`config.mk`:
```
export PLATFORM = sky130hd
export DESIGN_NAME = lcd_timing_gen
export DESIGN_NICKNAME = d
export VERILOG_FILES = /design/src/rtl/lcd_timing_gen.sv
export SDC_FILE = /design/constraint.sdc
export NUM_CORES = 1
export LEC_CHECK = 0
export CORE_ASPECT_RATIO = 0.75
export CORE_UTILIZATION = 30
export CTS_CLUSTER_SIZE = 8
export DETAILED_ROUTE_END_ITERATION = 7
export GPL_TIMING_DRIVEN = 0
export PLACE_DENSITY_LB_ADDON = 0.3
export SLEW_MARGIN = 20
export SYNTH_ARGS = -nofsm -noshare
export SYNTH_HDL_FRONTEND = slang
export SYNTH_SLANG_ARGS = --single-unit
```
`constraint.sdc`:
```
create_clock -name clk -period 7.14 [get_ports clk]
set_input_delay 1.071 -clock clk [delete_from_list [all_inputs] [get_ports clk]]
set_output_delay 1.071 -clock clk [all_outputs]
set_load 0.02 [all_outputs]
```
`src/rtl/lcd_timing_gen.sv`:
```
`default_nettype none
// ============================================================================
//  Module   : lcd_timing_gen
//  Purpose  : Parametrised parallel-RGB LCD raster timing generator with
//             pixel-tick enable, prefetch strobe and clean start/stop control.
//  Revision : 1.0 - initial release
// ============================================================================
module lcd_timing_gen #(
    parameter int H_ACTIVE = 480,
    parameter int H_FP     = 2,
    parameter int H_SYNC   = 41,
    parameter int H_BP     = 2,
    parameter int V_ACTIVE = 272,
    parameter int V_FP     = 2,
    parameter int V_SYNC   = 10,
    parameter int V_BP     = 2,
    parameter int PREFETCH = 2,
    parameter int XW       = 10,
    parameter int YW       = 9
) (
    input  logic          clk,
    input  logic          reset,
    input  logic          clk__enable,
    input  logic          enable,
    output logic          running,
    output logic          hsync_n,
    output logic          vsync_n,
    output logic          display_enable,
    output logic [XW-1:0] pixel_x,
    output logic [YW-1:0] pixel_y,
    output logic          pixel_request,
    output logic          line_start,
    output logic          frame_start
);

    localparam int c_H_TOTAL = H_SYNC + H_BP + H_ACTIVE + H_FP;
    localparam int c_V_TOTAL = V_SYNC + V_BP + V_ACTIVE + V_FP;
    // One spare count of headroom so the active-window end bound always fits.
    localparam int c_HW = $clog2(c_H_TOTAL + 1);
    localparam int c_VW = $clog2(c_V_TOTAL + 1);

    localparam logic [c_HW-1:0] c_H_LAST = c_HW'(c_H_TOTAL - 1);
    localparam logic [c_HW-1:0] c_H_SYNC = c_HW'(H_SYNC);
    localparam logic [c_HW-1:0] c_HA0    = c_HW'(H_SYNC + H_BP);
    localparam logic [c_HW-1:0] c_HA1    = c_HW'(H_SYNC + H_BP + H_ACTIVE);
    localparam logic [c_HW-1:0] c_HR0    = c_HW'(H_SYNC + H_BP - PREFETCH);
    localparam logic [c_HW-1:0] c_HR1    = c_HW'(H_SYNC + H_BP + H_ACTIVE - PREFETCH);
    localparam logic [c_VW-1:0] c_V_LAST = c_VW'(c_V_TOTAL - 1);
    localparam logic [c_VW-1:0] c_V_SYNC = c_VW'(V_SYNC);
    localparam logic [c_VW-1:0] c_VA0    = c_VW'(V_SYNC + V_BP);
    localparam logic [c_VW-1:0] c_VA1    = c_VW'(V_SYNC + V_BP + V_ACTIVE);

    typedef enum logic [1:0] {
        ST_IDLE  = 2'd0,
        ST_RUN   = 2'd1,
        ST_DRAIN = 2'd2
    } state_t;

    state_t            r_state;
    state_t            w_state_nx;
    logic [c_HW-1:0]   r_h;
    logic [c_VW-1:0]   r_v;
    logic [c_HW-1:0]   w_h_nx;
    logic [c_VW-1:0]   w_v_nx;
    logic [c_HW-1:0]   w_h_inc;
    logic [c_VW-1:0]   w_v_inc;
    logic              w_wrap;
    logic              w_line_pulse;
    logic              w_frame_pulse;

    assign w_h_inc = (r_h == c_H_LAST) ? '0 : r_h + 1'b1;
    assign w_v_inc = (r_h != c_H_LAST) ? r_v :
                     (r_v == c_V_LAST) ? '0  : r_v + 1'b1;
    assign w_wrap  = (r_h == c_H_LAST) && (r_v == c_V_LAST);

    always_comb begin
        w_state_nx    = r_state;
        w_h_nx        = r_h;
        w_v_nx        = r_v;
        w_line_pulse  = 1'b0;
        w_frame_pulse = 1'b0;
        case (r_state)
            ST_IDLE: begin
                if (enable) begin
                    w_state_nx    = ST_RUN;
                    w_h_nx        = '0;
                    w_v_nx        = '0;
                    w_line_pulse  = 1'b1;
                    w_frame_pulse = 1'b1;
                end
            end
            ST_RUN, ST_DRAIN: begin
                // A stop request only takes effect once the frame has finished.
                if (!enable && w_wrap) begin
                    w_state_nx = ST_IDLE;
                    w_h_nx     = '0;
                    w_v_nx     = '0;
                end else begin
                    w_state_nx    = enable ? ST_RUN : ST_DRAIN;
                    w_h_nx        = w_h_inc;
                    w_v_nx        = w_v_inc;
                    w_line_pulse  = (w_h_inc == '0);
                    w_frame_pulse = w_wrap;
                end
            end
            default: begin
                w_state_nx = ST_IDLE;
                w_h_nx     = '0;
                w_v_nx     = '0;
            end
        endcase
    end

    logic            w_run_nx;
    logic            w_h_act;
    logic            w_v_act;
    logic            w_h_req;
    logic            w_de_nx;
    logic [c_HW-1:0] w_px_full;
    logic [c_VW-1:0] w_py_full;

    assign w_run_nx  = (w_state_nx != ST_IDLE);
    assign w_h_act   = (w_h_nx >= c_HA0) && (w_h_nx < c_HA1);
    assign w_v_act   = (w_v_nx >= c_VA0) && (w_v_nx < c_VA1);
    assign w_h_req   = (w_h_nx >= c_HR0) && (w_h_nx < c_HR1);
    assign w_de_nx   = w_run_nx && w_h_act && w_v_act;
    assign w_px_full = w_h_nx - c_HA0;
    assign w_py_full = w_v_nx - c_VA0;

    always_ff @(posedge clk) begin
        if (reset) begin
            r_state        <= ST_IDLE;
            r_h            <= '0;
            r_v            <= '0;
            running        <= 1'b0;
            hsync_n        <= 1'b1;
            vsync_n        <= 1'b1;
            display_enable <= 1'b0;
            pixel_x        <= '0;
            pixel_y        <= '0;
            pixel_request  <= 1'b0;
            line_start     <= 1'b0;
            frame_start    <= 1'b0;
        end else begin
            // Pulses last one clk regardless of the tick pattern that follows.
            line_start  <= 1'b0;
            frame_start <= 1'b0;
            if (clk__enable) begin
                r_state        <= w_state_nx;
                r_h            <= w_h_nx;
                r_v            <= w_v_nx;
                running        <= w_run_nx;
                hsync_n        <= !(w_run_nx && (w_h_nx < c_H_SYNC));
                vsync_n        <= !(w_run_nx && (w_v_nx < c_V_SYNC));
                display_enable <= w_de_nx;
                pixel_x        <= w_de_nx ? XW'(w_px_full) : '0;
                pixel_y        <= w_de_nx ? YW'(w_py_full) : '0;
                pixel_request  <= w_run_nx && w_v_act && w_h_req;
                line_start     <= w_line_pulse;
                frame_start    <= w_frame_pulse;
            end
        end
    end

endmodule
`default_nettype wire

```
* Word-level counts from Yosys, hierarchy flattened
Cells that the tools add are included.
** Operators by class
- Equality and inequality tests :: 5
- Add/subtract/negate cells :: 4
- Muxes and demuxes :: 20
- Order comparisons :: 8
- Bitwise gates (word level) :: 1
- Reduce and logical (&&, ||, !) cells :: 19
** Operator list (count)
- 2-to-1 mux 9 bit :: 5
- 2-to-1 mux 10 bit :: 4
- greater-or-equal comparator 10 x 6 -> 1 bit (second input constant) :: 2
- less-than comparator 10 bit (second input constant) :: 2
- case mux 10 bit (2 select lines) :: 1
- case mux 9 bit (2 select lines) :: 1
- logical AND 1 bit :: 11
- adder 10 x 1 -> 10 bit (second input constant) :: 1
- equality test 10 bit (second input constant) :: 1
- logical NOT 10 bit :: 1
- less-than comparator 10 x 6 -> 1 bit (second input constant) :: 1
- inequality test 10 bit (second input constant) :: 1
- subtractor 10 x 6 -> 10 bit (second input constant) :: 1
- adder 9 x 1 -> 9 bit (second input constant) :: 1
- equality test 9 bit (second input constant) :: 1
- greater-or-equal comparator 9 x 4 -> 1 bit (second input constant) :: 1
- less-than comparator 9 x 4 -> 1 bit (second input constant) :: 1
- less-than comparator 9 bit (second input constant) :: 1
- subtractor 9 x 4 -> 9 bit (second input constant) :: 1
- 2-to-1 mux 2 bit :: 3
- case mux 1 bit (2 select lines) :: 2
- case mux 2 bit (2 select lines) :: 1
- OR reduction 2 bit :: 2
- logical NOT 1 bit :: 3
- other kinds (6) :: 8
** Storage, ports and cells
- Register bits after elaboration :: 47
- Logic and storage cells :: 69
- Output and inout bits :: 26

* Depth between registers and ports, before layout
Gate-level depths: netlist of the first run.
- Depth after elaboration :: 10
- Depth in mapped cells :: 14

* Worst setup path after synthesis of the first run
Ideal clock, no wire load.
- Path kind :: flip-flop to flip-flop
- Start point :: register r_h[5]
- End point :: register pixel_x[5]
- Required time :: 7010 ps
- Cell stages (with the launch flop) :: 15
- Arrival :: 3011 ps
- Buffers on the path :: 3
- Path slack :: 3999 ps
- Cell sequence :: dfxtp_1 > buf_6 > or3_1 > buf_2 > or3_4 > a32oi_1 > inv_1 > ha_1 > inv_1 > a211oi_1 > o21ai_0 > mux2i_1 > o221ai_2 > buf_2 > o31ai_2
** Between the ends
- Word-level cells in the longest chain between the ends :: 10
- Elaborated cells on any way between the ends :: 25
** Ends and longest elaborated chain
- start: declaration :: RTL line 61 : logic [c_HW-1:0] r_h;
- start signal: assignment :: RTL line 150 : r_h <= w_h_nx;
- equality test 10 bit (*) :: RTL line 71, 74
- logical AND 1 bit :: RTL line 74 : assign w_wrap = (r_h == c_H_LAST) && (r_v == c_V_LAST);
- logical AND 1 bit :: RTL line 94 : if (!enable && w_wrap) begin
- 2-to-1 mux 10 bit (*) :: RTL line 94
- case mux 10 bit (2 select lines) (*) :: RTL line 82 : case (r_state)
- via w_h_nx[1] :: RTL line 63 : logic [c_HW-1:0] w_h_nx;
- greater-or-equal comparator 10 x 6 -> 1 bit / less-than comparator 10 bit (equally long branches) :: RTL line 123 : assign w_h_act = (w_h_nx >= c_HA0) && (w_h_nx < c_HA1);
- logical AND 1 bit :: RTL line 123
- logical AND 1 bit (2 in series) :: RTL line 126 : assign w_de_nx = w_run_nx && w_h_act && w_v_act;
- 2-to-1 mux 10 bit (*) :: RTL line 156 : pixel_x <= w_de_nx ? XW'(w_px_full) : '0;
- end signal: assignment :: RTL line 156
- end: declaration :: RTL line 29 : output logic [XW-1:0] pixel_x,
The timed path passes the listed nets; every way through them passes the cells marked *.
A chain may end at the register's enable or synchronous reset.

* Final worst setup path of the first run
- Start point :: input enable
- End point :: register pixel_y[8]
** Between the ends
- Word-level cells in the longest chain between the ends :: 9
- Elaborated cells on any way between the ends :: 23
** Ends and longest elaborated chain
- start: declaration :: RTL line 24 : input logic enable,
- logical NOT 1 bit :: RTL line 94
- logical AND 1 bit :: RTL line 94
- 2-to-1 mux 10 bit :: RTL line 94
- case mux 10 bit (2 select lines) (*) :: RTL line 82
- via w_h_nx[1] :: RTL line 63
- greater-or-equal comparator 10 x 6 -> 1 bit / less-than comparator 10 bit (equally long branches) :: RTL line 123
- logical AND 1 bit (*) :: RTL line 123
- logical AND 1 bit (*) (2 in series) :: RTL line 126
- 2-to-1 mux 9 bit (*) :: RTL line 157 : pixel_y <= w_de_nx ? YW'(w_py_full) : '0;
- end signal: assignment :: RTL line 157
- end: declaration :: RTL line 30 : output logic [YW-1:0] pixel_y,
Marked as above.

==> results.py, run 1 <==
metrics = {
    "pwr": {
        "power.internal_mw": 0.457,
        "p_sw_share_pct": 26.5,
        "clock_power_share_pct": 44.1,
        "p_switching_mw": 0.164,
        "peakVddDrop_uv": 136,
        "p_comb_share_pct": 12.1,
        "p_total_mw": 0.622,
        "p_per_area_mw_per_mm2": 168,
        "power_leakage_nw": 1.32,
        "seq_power_share_pct": 43.9,
    },
    "worst_setup_path": {
        "crit_required_ns": 7.31,
        "reg2reg_to": "pixel_y[8]$_SDFFE_PP0P_",
        "r2r_start": "r_state[0]$_SDFFE_PP0P_",
        "start_kind": "input pin",
        "crit_end": "pixel_y[8]$_SDFFE_PP0P_",
        "endpoint_kind": "register",
        "crit_type": "in2reg",
        "cp-startpoint": "enable",
        "crit_path_max_fanout": 10,
        "reg2regPathDepth": 13,
        "crit_arrival_ns": 4.23,
        "r2r_setup_slack_ns": 3.09,
    },
    "die": {
        "dieArea_mm2": 0.0106,
        "coreArea_mm2": 0.00981,
        "initial_utilization_pct": 31.3,
        "die_y_um": 89.6,
        "io_pins": 30,
        "fp.dieW_um": 119,
        "rows": 31,
    },
    "clock_tree": {
        "cts-resized-gates": 0,
        "h-tree-depth": 2,
        "clkTransAtPathRegs_ns": 0.07,
        "cts_made_buffers": 5,
        "clockRootBuffer": "clkbuf_16",
        "clock_latency_ns": 0.29,
        "cts_max_path_buffers": 2,
        "hold_buffers": 0,
        "postCtsSetupRepairBufs": 0,
        "cts_tree": "done",
        "clock-sinks": 47,
    },
    "yosys": {
        "synth_area_leaders": "dfxtp_1 31%, nand2_1 6.1%, nor2_1 5.3%",
        "netlist_top_cells_count": "50 x nand2_1, 47 x dfxtp_1, 43 x nor2_1",
        "yosysTopAreaCell": "dfxtp_1",
        "synth-async-reset-ratio_pct": 0,
        "synth_cell_types": 67,
        "synth.top_cell.area_share_pct": 30.6,
        "netlist_area_mm2": 0.00307,
        "synth_nets": 415,
        "syn_area_per_cell_um2": 7.66,
        "ys_warn_count": 0,
        "yosysMostFrequentCell": "nand2_1",
        "synthFlopType": "dfxtp_1",
        "synth_edf_count": 0,
        "synth_seq_area_share_pct": 30.6,
        "ys_ff_latch": 47,
        "synth_cells": 401,
    },
    "layout": {
        "drive_gt1_share_pct": 6.39,
        "post-route-cell-area_mm2": 0.00370,
        "area_growth_pct": 20.6,
        "num-nets-final": 451,
        "n_fill_cell": 1018,
        "antennaDiodeCount": 0,
        "final_cells": 570,
        "multi_input_area_mm2": 0.00197,
        "regArea_um2": 941,
    },
    "timing": {
        "clock.fmax_ghz": 0.246,
        "fin_crit_sh_pct": 56.8,
        "hold_violations": 0,
        "finalSetupViolCount": 0,
        "post-route-min-period_ns": 4.06,
        "rsz0062_at_grt": "false",
        "fin_setup_tns_ns": 0,
        "fin_worst_skew_ns": 0.00510,
        "tightestPinTransition_ns": 1.01,
        "slew_violations": 0,
        "maxSlewHeadroom_pct": 32.3,
    },
    "drt": {
        "dr.pass1.iters": 5,
        "wl_mm": 8.97,
        "viasPerCell": 5.38,
        "ant_nets": 0,
        "wl_per_cell_um": 15.7,
        "drt-initial-drc-count": 285,
        "drc_errors": 0,
        "vias": 3067,
    },
    "placement": {
        "numPortBuffers": 29,
        "place_congestion": 0.895,
        "dp_cells": 562,
        "dp_hpwl_mm": 6.81,
        "dpl_cell_area_mm2": 0.00353,
    },
    "global_route": {
        "grt_max_degree": 16,
        "grt_pass1_wl_mm": 14.5,
        "overflow": 0,
        "track_usage_pct": 17.6,
        "grt_pass1_vias": 2725,
        "antenna_found_initial": 0,
    },
    "outcome": {
        "status": "finished clean",
    },
    "min_path": {
        "hp-class": "reg2reg",
    },
    "flow_run": {
        "cap_violations": 0,
    },
}
sequential cells by signal, indices dropped and copies added (netlist names), 2 cells and up:
signal / cells
pixel_y: 9
r_state: 2
r_v: 9
r_h: 10
pixel_x: 10
metrics by stage:
step           hold WS [ns]  util (%)  worst slack [ns]
2_1_floorplan         0.475         -              4.00
3_3_place_gp          0.431      35.9              2.60
5_1_grt               0.468      37.7              2.79
4_1_cts               0.451      37.7              3.10
3_5_place_dp          0.441      36.0              2.80
6_report              0.444      37.7              3.08
layout make-up:
cell class	count	area share [%]
clock inverter	3	1.18
buffer	25	2.94
inverter	15	1.52
timing repair buffer	29	7.84
sequential	47	25.4
multi-input combinational	314	53.3
clock buffer	5	3.38
tap	132	4.46
cells in the final DEF (no fill, tap or decap), types with 4 or more instances in the layout:
master           instances
nor2b_1                  7
nand2_1                 50
o211ai_1                 5
nand4_1                  4
mux2i_1                 11
ha_1                    10
nor3_1                   8
nand3b_1                 4
or3_1                    6
dfxtp_1                 47
a211oi_1                10
o21ai_0                 26
nand2b_1                 4
a21oi_1                 20
o31ai_1                  5
xnor2_1                  8
o21bai_1                 4
o21ai_1                 11
buf_2                    5
a31oi_1                  5
inv_1                   14
nor2_1                  43
clkbuf_16                5
clkbuf_1                16
nor4_1                   9
nand3_1                  7
and3_1                   4
clkdlybuf4s50_1         29
per-layer routing:
layer / global-route usage [%] / vias to the layer above / wire (um)
met5: 0 / - / 0
met4: 3.34 / 0 / 57
met3: 4.36 / 4 / 561
met2: 25.5 / 99 / 3700
met1: 26.1 / 1433 / 4660
li1: - / 1531 / -
power groups by stage:
stage | registers (mW) | clock network, mW | logic [mW]
finish | 0.273 | 0.274 | 0.0752
global route | 0.273 | 0.292 | 0.0836
CTS | 0.273 | 0.278 | 0.0747
detailed placement | 0.279 | 0 | 0.0742
global placement | 0.279 | 0 | 0.0730
floorplan | 0.280 | 0 | 0.0466
cells by family (layout without fill, tap and decap cells):
kind of cell | count (synthesis) | in the layout | share of synthesized area, %
buffers and inverters | 40 | 77 | 5.38
XOR/XNOR | 11 | 11 | 3.14
flip-flops | 47 | 47 | 30.6
adder cells (fa/ha/maj) | 10 | 10 | 4.07
multiplexers | 11 | 11 | 3.59
AND/OR/NAND/NOR | 163 | 163 | 26.3
AO/OA/AOI/OAI | 119 | 119 | 26.9
worst max-delay path: stages:
cell,delay (ns)
clkdlybuf4s50_1,0.61
nand2b_1,0.28
nor2_1,0.07
a32oi_1,0.49
inv_1,0.10
ha_1,0.22
inv_1,0.11
a211oi_1,0.08
o21ai_0,0.43
mux2i_1,0.18
o221ai_2,0.18
buf_2,0.30
o21ai_1,0.11
how the worst min path moves through the flow:
stage | slack (ns) | depth (start not counted) | end | from
2_1_floorplan | 0.48 | 2 | r_state[1]$_SDFFE_PP0P_ | r_state[1]$_SDFFE_PP0P_
6_report | 0.44 | 2 | pixel_x[3]$_SDFFE_PP0P_ | pixel_x[3]$_SDFFE_PP0P_
3_5_place_dp | 0.44 | 2 | pixel_y[4]$_SDFFE_PP0P_ | pixel_y[4]$_SDFFE_PP0P_
3_3_place_gp | 0.43 | 2 | display_enable$_SDFFE_PP0P_ | display_enable$_SDFFE_PP0P_
5_1_grt | 0.47 | 2 | pixel_x[3]$_SDFFE_PP0P_ | pixel_x[3]$_SDFFE_PP0P_
4_1_cts | 0.45 | 2 | pixel_x[2]$_SDFFE_PP0P_ | pixel_x[2]$_SDFFE_PP0P_
Power figures use the tool's default switching activity.
==> inputs of run 2 (changes only) <==
Clock period 7.14 ns to 4.05 ns, I/O delays scaled along.
==> run 2 against run 1 <==
Routed wire length increased by 0.51%. Global-route usage unchanged. Sequential share of layout area decreased by 0.069 points. Utilization increased by 0.10 points. Via count increased by 0.36%. Non-clock buffer count unchanged. Clock skew decreased by 0.0011 ns. Clock-buffer cell count unchanged. Clock power increased by 77%. Combinational power increased by 78%.
==> results.py, run 2 (synthesis gave the netlist of run 1 again) <==
metrics = {
    "clock_tree": {
        "cts-resized-gates": 0,
        "clock_latency_ns": 0.29,
        "cts_max_path_buffers": 2,
        "clock-sinks": 47,
        "h-tree-depth": 2,
        "cts_made_buffers": 5,
        "clkTransAtPathRegs_ns": 0.07,
        "hold_buffers": 0,
        "postCtsSetupRepairBufs": 0,
        "cts_tree": "done",
        "clockRootBuffer": "clkbuf_16",
    },
    "worst_setup_path": {
        "endpoint_kind": "register",
        "start_kind": "register",
        "crit_required_ns": 4.23,
        "crit_arrival_ns": 3.81,
        "crit_type": "reg2reg",
        "crit_path_max_fanout": 10,
    },
    "drt": {
        "dr.pass1.iters": 5,
        "drt-initial-drc-count": 335,
        "drc_errors": 0,
        "vias": 3078,
        "wl_mm": 9.02,
        "viasPerCell": 5.40,
        "ant_nets": 0,
        "wl_per_cell_um": 15.8,
    },
    "layout": {
        "fin_util_pct": 37.8,
        "n_fill_cell": 1015,
        "multi_input_area_mm2": 0.00198,
        "final_common_cell": "nand2_1",
        "area_growth_pct": 20.9,
        "regArea_um2": 941,
        "antennaDiodeCount": 0,
        "num-nets-final": 451,
        "reg_top3": "pixel_x (10), r_h (10)",
        "most-common-layout-cells": "50 x nand2_1, 47 x dfxtp_1, 43 x nor2_1",
        "drive_gt1_share_pct": 7.08,
    },
    "pwr": {
        "p_per_area_mw_per_mm2": 296,
        "power_leakage_nw": 1.33,
        "peakVddDrop_uv": 238,
    },
    "placement": {
        "dp_slack_ns": 0.0736,
        "place_congestion": 0.895,
        "dp_hpwl_mm": 6.81,
        "numPortBuffers": 29,
    },
    "global_route": {
        "grt_max_degree": 16,
        "grt_pass1_wl_mm": 14.5,
        "grt_pass1_vias": 2725,
        "antenna_found_initial": 0,
        "overflow": 0,
        "track_usage_pct": 17.6,
    },
    "die": {
        "coreArea_mm2": 0.00981,
        "fp.dieW_um": 119,
        "initial_utilization_pct": 31.3,
        "dieArea_mm2": 0.0106,
        "die_y_um": 89.6,
        "io_pins": 30,
        "rows": 31,
    },
    "timing": {
        "finalWorstSetupSlack_ns": 0.417,
        "tightestPinTransition_ns": 0.998,
        "fin_crit_sh_pct": 89.7,
        "maxSlewHeadroom_pct": 33.0,
        "rsz0062_at_grt": "false",
        "post-route-min-period_ns": 3.63,
        "finalSetupViolCount": 0,
        "slew_violations": 0,
        "fin_worst_skew_ns": 0.00396,
        "hold_violations": 0,
        "clock.fmax_ghz": 0.275,
    },
    "min_path": {
        "hp-class": "reg2reg",
    },
    "flow_run": {
        "cap_violations": 0,
    },
    "outcome": {
        "status": "finished clean",
    },
}
[run 2: where the power goes]
part | total [mW] | switching [mW] | internal (mW)
registers | 0.481 | 0.00981 | 0.471
clock network | 0.484 | 0.192 | 0.292
logic | 0.134 | 0.0904 | 0.0440
total | 1.10 | 0.293 | 0.806
[run 2: final cells by class]
class	count	area share, %
clock inverters	3	1.18
well taps	132	4.45
flip-flops and latches	47	25.3
plain buffers	25	3.00
repair buffers	29	7.82
clock buffers	5	3.37
inverters	15	1.52
multi-input cells	314	53.3
[run 2: per-layer routing]
layer  up-vias  GRT usage, %  share of wire, %
met3         7          4.36               7.4
met4         0          3.34              0.80
met2       108          25.5                41
met5         -             0                 0
li1       1531             -                 -
met1      1432          26.1                50
[run 2: path summary, 6_finish.rpt]
path | start | endpoint | slack, ns | cells after the start
setup / recovery | r_state[0]$_SDFFE_PP0P_ | pixel_y[8]$_SDFFE_PP0P_ | 0.42 | 13
setup reg to reg | r_state[0]$_SDFFE_PP0P_ | pixel_y[8]$_SDFFE_PP0P_ | 0.42 | 13
hold reg to reg | pixel_x[3]$_SDFFE_PP0P_ | pixel_x[3]$_SDFFE_PP0P_ | 0.44 | 2
hold / removal | pixel_x[3]$_SDFFE_PP0P_ | pixel_x[3]$_SDFFE_PP0P_ | 0.44 | 2
[run 2: worst max-delay path, stage by stage (launching register included)]
cell	delay, ns
dfxtp_1	0.36
ha_1	0.30
clkbuf_2	0.32
buf_1	0.45
clkbuf_2	0.35
nor2_1	0.15
ha_1	0.21
inv_1	0.11
a211oi_1	0.08
o21ai_0	0.41
mux2i_1	0.18
o221ai_2	0.18
buf_2	0.29
o21ai_1	0.11
[run 2: stage by stage]
step	cell area (um^2)	cells	power, mW	hold WS (ns)	TNS, ns
2_1_floorplan	3070	401	0.575	0.475	0
3_3_place_gp	3530	562	0.620	0.431	-0.0252
3_5_place_dp	3530	562	0.622	0.441	0
4_1_cts	3700	570	1.10	0.451	0
5_1_grt	3710	570	1.15	0.468	0
6_report	3710	570	1.10	0.445	0
